File: config.mk
export PLATFORM = sky130hd
export DESIGN_NAME = stream_mux4_flat
export DESIGN_NICKNAME = d
export VERILOG_FILES = /design/src/rtl/stream_mux4_pkg.sv /design/src/rtl/stream_mux4_if.sv /design/src/rtl/stream_mux4_rr_arb4.sv /design/src/rtl/stream_mux4.sv /design/src/flat_wrapper.sv
export SDC_FILE = /design/constraint.sdc
export NUM_CORES = 1
export LEC_CHECK = 0
export BUFFER_PORTS_ARGS = -buffer_cell sky130_fd_sc_hd__buf_4
export CORE_MARGIN = 2
export CORE_UTILIZATION = 40
export CTS_CLUSTER_SIZE = 8
export DETAILED_ROUTE_END_ITERATION = 8
export GPL_ROUTABILITY_DRIVEN = 0
export PLACE_DENSITY = 0.75
export SYNTH_ARGS = -nofsm -noshare
export SYNTH_HDL_FRONTEND = slang
export SYNTH_HIERARCHICAL = 1
export SYNTH_SLANG_ARGS = --single-unit
File: constraint.sdc
create_clock -name clk -period 3.1 [get_ports clk]
set_input_delay 0.31 -clock clk [delete_from_list [all_inputs] [get_ports clk]]
set_output_delay 0.31 -clock clk [all_outputs]
set_load 0.02 [all_outputs]
File: src/rtl/stream_mux4_pkg.sv
// ============================================================================
// Module      : stream_mux_pkg
// Description : Shared types, constants and helpers for the 4-to-1 stream
//               combiner and its arbiter.
// Revision    : 1.0 - initial release
// ============================================================================
`default_nettype none

package stream_mux_pkg;

  localparam int NUM_CH = 4;
  localparam int SEL_W  = 2;

  typedef logic [SEL_W-1:0] ch_sel_t;

  // Output register occupancy; the state bit doubles as out_valid.
  typedef enum logic [0:0] {
    EMPTY = 1'b0,
    FULL  = 1'b1
  } mux_state_t;

  // Encode a one-hot (or all-zero) channel vector into its channel index.
  function automatic ch_sel_t onehot_to_sel(input logic [NUM_CH-1:0] oh);
    ch_sel_t sel;
    sel = '0;
    for (int i = 0; i < NUM_CH; i++) begin
      if (oh[i]) sel = sel | ch_sel_t'(i);
    end
    return sel;
  endfunction

endpackage

`default_nettype wire

File: src/rtl/stream_mux4_if.sv
// ============================================================================
// Module      : stream_mux4_if
// Description : Bundle of the four valid/ready input channels and the tagged
//               output channel of the stream combiner.
// Revision    : 1.0 - initial release
// ============================================================================
`default_nettype none

interface stream_mux4_if #(
  parameter int DATA_W = 8
);

  logic [stream_mux_pkg::NUM_CH-1:0]        in_valid;
  logic [stream_mux_pkg::NUM_CH*DATA_W-1:0] in_data;
  logic [stream_mux_pkg::NUM_CH-1:0]        in_ready;
  logic                                     out_valid;
  logic [DATA_W-1:0]                        out_data;
  stream_mux_pkg::ch_sel_t                  out_sel;
  logic                                     out_ready;

  // Producer/consumer side that feeds the combiner and drains its output.
  modport master (
    output in_valid, in_data, out_ready,
    input  in_ready, out_valid, out_data, out_sel
  );

  // The combiner itself.
  modport slave (
    input  in_valid, in_data, out_ready,
    output in_ready, out_valid, out_data, out_sel
  );

endinterface

`default_nettype wire

File: src/rtl/stream_mux4_rr_arb4.sv
// ============================================================================
// Module      : rr_arb4
// Description : 4-request arbiter. Grants the first requester found when
//               searching from ptr upward (mod 4). With
//               STREAM_MUX4_FIXED_PRIO_EN defined the search always starts at
//               channel 0 (fixed priority, ch0 highest).
// Revision    : 1.0 - initial release
// ============================================================================
`default_nettype none

module rr_arb4
  import stream_mux_pkg::*;
(
  input  wire logic [NUM_CH-1:0] req,
  input  wire ch_sel_t           ptr,
  input  wire logic              en,
  output logic [NUM_CH-1:0]      gnt,
  output ch_sel_t                gnt_idx
);

  ch_sel_t w_start;

`ifdef STREAM_MUX4_FIXED_PRIO_EN
  // Search always begins at channel 0; ptr carries no information here.
  assign w_start = ptr & ch_sel_t'(0);
`else
  assign w_start = ptr;
`endif

  // Walk the channels in rotating order and grant the first requester.
  always_comb begin
    ch_sel_t w_idx;
    logic    w_found;
    gnt     = '0;
    w_found = 1'b0;
    w_idx   = '0;
    for (int k = 0; k < NUM_CH; k++) begin
      w_idx = w_start + ch_sel_t'(k);
      if (en && !w_found && req[w_idx]) begin
        gnt[w_idx] = 1'b1;
        w_found    = 1'b1;
      end
    end
  end

  assign gnt_idx = onehot_to_sel(gnt);

endmodule

`default_nettype wire

File: src/rtl/stream_mux4.sv
// ============================================================================
// Module      : stream_mux4
// Description : 4-to-1 streaming combiner. Merges four valid/ready channels
//               onto one registered output word tagged with its source
//               channel. Round-robin arbitration by default; define
//               STREAM_MUX4_FIXED_PRIO_EN for fixed priority (ch0 highest).
// Revision    : 1.0 - initial release
// ============================================================================
`default_nettype none

module stream_mux4
  import stream_mux_pkg::*;
#(
  parameter int DATA_W = 8
) (
  input  wire logic      clk,
  input  wire logic      rst,
  stream_mux4_if.slave   bus
);

  mux_state_t        r_state;
  logic [DATA_W-1:0] r_out_data;
  ch_sel_t           r_out_sel;
  ch_sel_t           w_ptr;

  logic              w_load;
  logic [NUM_CH-1:0] w_gnt;
  ch_sel_t           w_gnt_idx;
  logic              w_xfer;

  // The output register can take a word when empty or being drained.
  assign w_load = (r_state == EMPTY) || bus.out_ready;

  rr_arb4 u_arb (
    .req     (bus.in_valid),
    .ptr     (w_ptr),
    .en      (w_load && !rst),
    .gnt     (w_gnt),
    .gnt_idx (w_gnt_idx)
  );

  // A grant is only issued to a valid channel, so any grant is a transfer.
  assign bus.in_ready = w_gnt;
  assign w_xfer       = |w_gnt;

  // Output register and FULL/EMPTY control.
  always_ff @(posedge clk) begin
    if (rst) begin
      r_state    <= EMPTY;
      r_out_data <= '0;
      r_out_sel  <= '0;
    end else if (w_xfer) begin
      r_state    <= FULL;
      r_out_data <= bus.in_data[w_gnt_idx*DATA_W +: DATA_W];
      r_out_sel  <= w_gnt_idx;
    end else if (bus.out_ready) begin
      r_state    <= EMPTY;
    end
  end

`ifdef STREAM_MUX4_FIXED_PRIO_EN
  assign w_ptr = '0;
`else
  ch_sel_t r_ptr;

  // Priority pointer moves past the winner, only on a real transfer.
  always_ff @(posedge clk) begin
    if (rst) begin
      r_ptr <= '0;
    end else if (w_xfer) begin
      r_ptr <= w_gnt_idx + ch_sel_t'(1);
    end
  end

  assign w_ptr = r_ptr;
`endif

  assign bus.out_valid = (r_state == FULL);
  assign bus.out_data  = r_out_data;
  assign bus.out_sel   = r_out_sel;

endmodule

`default_nettype wire
File: src/flat_wrapper.sv
// flat-port wrapper written by rule: the top's interface ports become plain ports
module stream_mux4_flat import stream_mux_pkg::*;
#(
  parameter int DATA_W = 8
)
  (clk, rst, bus_in_valid, bus_in_data, bus_out_ready, bus_in_ready, bus_out_valid, bus_out_data, bus_out_sel);
  stream_mux4_if #(.DATA_W(DATA_W)) bus_i ();
  input  wire logic clk;
  input  wire logic rst;
  input wire logic [$bits(bus_i.in_valid)-1:0] bus_in_valid;
  input wire logic [$bits(bus_i.in_data)-1:0] bus_in_data;
  input wire logic [$bits(bus_i.out_ready)-1:0] bus_out_ready;
  output wire logic [$bits(bus_i.in_ready)-1:0] bus_in_ready;
  output wire logic [$bits(bus_i.out_valid)-1:0] bus_out_valid;
  output wire logic [$bits(bus_i.out_data)-1:0] bus_out_data;
  output wire logic [$bits(bus_i.out_sel)-1:0] bus_out_sel;
  assign bus_i.in_valid = bus_in_valid;
  assign bus_i.in_data = bus_in_data;
  assign bus_i.out_ready = bus_out_ready;
  assign bus_in_ready = bus_i.in_ready;
  assign bus_out_valid = bus_i.out_valid;
  assign bus_out_data = bus_i.out_data;
  assign bus_out_sel = bus_i.out_sel;
  stream_mux4 #(.DATA_W(DATA_W)) u_core (.clk(clk), .rst(rst), .bus(bus_i));
endmodule
Word-level counts from Yosys, hierarchy flattened
Cells that the tools add are included.

Bits in registers: 13. Input bits: 39. Output and inout port bits: 15. Logic and storage cells: 68.

Add/sub/neg operators: 4. Order comparisons: 8. Shift-type cells: 1. Mux-type cells: 28. Bitwise logic cells: 4. Reductions and logical operators: 19.

Operators with widths (number): indexed part select 32 x 6 -> 8 bit (1); 2-to-1 mux 4 bit (4); 2-to-1 mux 1 bit (14); logical AND 1 bit (12); less-than comparator 2 x 3 -> 1 bit, second input constant (4); OR 4 bit (3); binary-select mux 1 bit (select 2 bit) (4); demux 1 bit (select 2 bit) (4); greater-or-equal comparator 2 x 1 -> 1 bit, second input constant (4); adder 2 x 1 -> 2 bit, second input constant (2); adder 2 bit, second input constant (2); zero test 1 bit (4); 2-to-1 mux 2 bit (2); OR reduction 4 bit (1); nonzero test 2 bit (1); logical OR 1 bit (1); inverter 1 bit (1).

Logic depth before layout (Yosys ltp)
Depth after elaboration: 21. Depth in mapped cells: 12. Gate-level depth less buffers: 10.

Hierarchy
The synthesis kept the hierarchy.

Modules (own cells, without submodules): stream_mux4 (instances 1, cells each 67, area an instance 670.6 um^2, seq. area each 260.2 um^2); rr_arb4 (instances 1, cells each 40, area an instance 367.9 um^2, seq. area each 0.0 um^2).

Worst setup path after synthesis
Ideal clock, no wire load.

Path type: register to register. From: reg u_core.r_ptr[0]. To: reg u_core.r_out_sel[0], in the netlist u_core/bus.out_sel[0]. Library setup time: 132 ps. Data arrival time: 3030 ps. Data required time: 2968 ps. Slack: -62 ps. Stages on the path, launching flop included: 13. Path buffers: 2. Clock period less this slack: 3162 ps. Cells stage by stage: dfxtp_1 > inv_1 > ha_1 > mux4_2 > nor2b_4 > a22oi_1 > o21ai_1 > and2_1 > or4_1 > buf_2 > buf_6 > nand2_1 > a21oi_1.

Longest elaborated chain between the ends: 19. Elaborated cells between the ends (all ways): 55. Those cells by class: add/sub (3); order compare (8); mux (26); bitwise (3); reduce/logical (15).

RTL lines: start, declared (line stream_mux4.sv:64) `ch_sel_t r_ptr;`; start signal, assigned (line stream_mux4.sv:71) `r_ptr <= w_gnt_idx + ch_sel_t'(1);`; parallel branches: the longest is 15 deep, another holds less-than comparator 2 x 3 -> 1 bit; 2-to-1 mux 4 bit * (line stream_mux4_rr_arb4.sv:39) `if (en && !w_found && req[w_idx]) begin`; via bus_in_ready[1] (line flat_wrapper.sv:13) `output wire logic [$bits(bus_i.in_ready)-1:0] bus_in_ready;`; 2-to-1 mux 1 bit (line stream_mux4_pkg.sv:27) `if (oh[i]) sel = sel | ch_sel_t'(i);`; 2-to-1 mux 2 bit (2 in series) (line stream_mux4_pkg.sv:27); end signal, assigned (line stream_mux4.sv:55) `r_out_sel <= w_gnt_idx;`; end, declared (line stream_mux4.sv:23) `ch_sel_t r_out_sel;`.

Mark *: on every way through the listed nets, which the timed path passes. The select of a mux whose other input is x is not followed. A chain may end at the register's enable or synchronous reset.

Worst setup path after layout
From: reg u_core.r_ptr[0]. To: reg u_core.r_ptr[0].

Longest elaborated chain between the ends: 20. Elaborated cells between the ends (all ways): 56. Those cells by class: add/sub (4); order compare (8); mux (26); bitwise (3); reduce/logical (15).

RTL lines (line): parallel branches: the longest is 15 deep, another holds less-than comparator 2 x 3 -> 1 bit; 2-to-1 mux 4 bit * (stream_mux4_rr_arb4.sv:39); 2-to-1 mux 1 bit (stream_mux4_pkg.sv:27); 2-to-1 mux 2 bit (2 in series) (stream_mux4_pkg.sv:27); adder 2 x 1 -> 2 bit (stream_mux4.sv:71).

Mark *: on every way between the ends. The select of a mux whose other input is x is not followed.

==> impl_metrics.ini <==
[run_status]
status = finished, final reports clean

[floorplan]
core_area_mm2 = 0.002477
overall_die_width_um = 54.96
area_of_the_die_mm2 = 0.003020
initial_utilization = 0.4192
top_level_ports = 54
core.rowCount = 18
die_h_um = 54.96

[route]
drc = 0
wire_per_inst_um = 13.88
postRouteAntennaNets = 0
initialDrtViolationCount = 11
dr_total_vias = 1034
viasPerCell = 5.385
firstDrtPassIters = 4
aggregate_routed_wire_length_mm = 2.664

[synth]
synth_xor_area_frac = 0.008434
postSynthCellCount = 107
ys_types = 28
synth.cell_area_mm2 = 0.001038
synth_nets = 153
synth_adder_area_share = 0.08434
ys.warnings.count = 6
synth_top_family_by_area = multiplexers
synth.mux.area_fraction = 0.2602
synth_compound_area_frac = 0.1783
part_of_the_yosys_area_used_for_sequential_elements = 0.2506
synth-seq-cells = 13
post_synth.cell_area_avg_um2 = 9.706
yosys.area_share.simple = 0.1747

[sta]
finalWorstPathRequiredPeriod_ps = 2964
finalMaxSlewViolations = 0
post-route-worst-setup-slack_ps = 136.5
achievable-frequency_mhz = 337.4
rsz0062_at_grt = no
relSlewSlack = 0.6794
tightestPinTransition_ps = 481.0
final-hold-violation-count = 0
report.final.setup_viol = 0
period_share = 0.9560
timing.clock.skew_ps = 5.986
finalHoldWorstSlack_ps = 303.5

[power]
cellLeakagePower_uw = 0.0006395
power.total_uw = 1309
ir_drop_uv = 527.5
p_per_area_mw_per_mm2 = 873.3

[hold_path]
worst_hold_path_type = primary input to register

[clocking]
cts_tree = built
worst_skew_pair.late_latency_ps = 280
postCtsSetupBuffers = 0
ctsHtreeMaxLevel = 1
tritoncts.num_buffers = 3
cts-root-buf = clkbuf_4
cts.path.max_buffers = 2
clkSlewWorstSetupHoldPaths_ps = 80
clkSinkCount = 13
cts_stage_hold_buffer_count = 0

[final_layout]
final_core_util = 0.6051
nFillCells = 224
multi_input_area_um2 = 738.2
final-seq-area_um2 = 261.5
design.final.nets = 209
drive_gt1_frac = 0.4877
area_delta_synth_final_pct = 44.34
inserted_diodes = 0

[setup_path]
path_cells = inv_1 -> ha_1 -> mux4_2 -> nor2b_4 -> a22oi_1 -> o21ai_1 -> and2_1 -> or4_4 -> a211oi_1
worst-path-buf-inv = 1
start_kind = register
worst-endpoint-required_ps = 3290
setup.worst_path.end_class = register
critPathMaxStageDelay_ps = 640
critPathTopFamily = simple AND/OR/NAND/NOR gates
critPathSlowestCell = or4_4
worst-endpoint-arrival_ps = 3160
critical_path_class = register to register
path_max_fanout = 14

[global_route]
grt_start_max_net_pins = 15
antenna_found_initial = 0
grt.overflow.total = 0
grtUsageTotal = 0.1636
grt_pass1_wl_mm = 3.622
first_global_vias = 851

[placement]
portBuffers = 53
pre_cts_slack_ps = -25.59
dp.final_hpwl_mm = 2.149

[job]
drv_cap = 0
[state kept, by name, summed over array words and instances (netlist names)]
register	count
u_core/r_ptr	2
u_core/bus.out_valid	1
u_core/bus.out_data	8
u_core/bus.out_sel	2
[final cells by class]
class | instances | area share
repair buffers | 57 | 0.2855
clock buffers | 4 | 0.01753
flip-flops and latches | 13 | 0.1745
well taps | 30 | 0.02504
multi-input cells | 86 | 0.4925
inverters | 2 | 0.005008
[path summary, 6_finish.rpt]
kind	from	to	slack [ps]	cells after the start
worst min-delay path	rst	u_core/r_ptr[1]$_SDFFE_PP0P_	300	2
worst min register to register	u_core/bus.out_data[3]$_SDFFE_PP0P_	u_core/bus.out_data[3]$_SDFFE_PP0P_	460	2
worst max register to register	u_core/r_ptr[0]$_SDFFE_PP0P_	u_core/r_ptr[0]$_SDFFE_PP0P_	140	9
worst max-delay path	u_core/r_ptr[0]$_SDFFE_PP0P_	u_core/r_ptr[0]$_SDFFE_PP0P_	140	9
[cell usage after synthesis]
master    number  share of area
o21ai_0        1         0.0048
mux4_2        11           0.24
a21oi_1       11          0.053
o21a_1         2          0.014
a32o_1         1         0.0096
nor4_1         1         0.0060
ha_1           7          0.084
a22oi_2        1          0.012
or4_1          1         0.0072
nor3_1         1         0.0048
buf_6          1          0.011
inv_1          2         0.0072
a22oi_1        7          0.051
o21ai_1        3          0.014
clkbuf_1       1         0.0036
nor2b_4        1          0.013
a211oi_2       1          0.012
nand2_1       20          0.072
and2_1         4          0.024
nor2b_1        5          0.030
nor2_1         3          0.011
dfxtp_1       13           0.25
mux2_2         2          0.022
a211oi_1       1         0.0072
buf_4          1         0.0072
buf_2          3          0.014
xnor2_1        1         0.0084
nand2b_1       1         0.0060
[cells by family (layout without fill, tap and decap cells)]
logic type | Yosys count | after routing
AO/OA/AOI/OAI | 28 | 28
buffers and inverters | 8 | 63
flip-flops | 13 | 13
XOR/XNOR | 1 | 1
AND/OR/NAND/NOR | 37 | 37
multiplexers | 13 | 13
adder cells (fa/ha/maj) | 7 | 7
[power by group]
part           switching (µW)  internal, µW  leakage (µW)
logic                     488           432      0.000518
registers                40.0           244      0.000107
clock network            55.8          49.9     0.0000150
total                     584           725      0.000640
[repair_timing]
item,4_1_cts,5_1_grt
gates resized for setup,1,1
endpoints found under the setup margin,2,8
pin swaps,0,0
[per-layer routing]
layer / wire length [µm] / vias to the layer above / GRT usage
met2: 1451 / 32 / 0.2778
met3: 148 / 0 / 0.04032
met1: 1065 / 492 / 0.2097
li1: - / 510 / -
met4: 0 / 0 / 0.03659
met5: 0 / - / 0
[cell usage in the layout, fill, tap and decap left out]
cell and n:
nand2b_1 1, a32o_1 1, nor4_1 1, ha_1 7, a211oi_2 1, xnor2_1 1, o21a_2 1, o21a_1 1
nor2b_1 5, clkbuf_1 1, or4_4 1, o21ai_1 3, inv_1 2, a22oi_1 7, nand2_1 20, nor2b_4 1
clkbuf_4 3, a21oi_1 11, nor3_1 1, nor2_1 3, buf_4 57, a211oi_1 1, o21ai_0 1, and2_1 4
mux2_2 2, dfxtp_2 1, dfxtp_1 12, mux4_2 11, a22oi_2 1
[per-stage QoR]
stage / TNS, ps / instance area [µm²] / instances
floorplan: 0 / 1040 / 107
global placement: 0 / 1468 / 188
detailed placement: -35.84 / 1468 / 188
CTS: 0 / 1498 / 192
global route: 0 / 1499 / 192
finish: 0 / 1499 / 192
No activity file was read; power rests on OpenSTA's default activity.
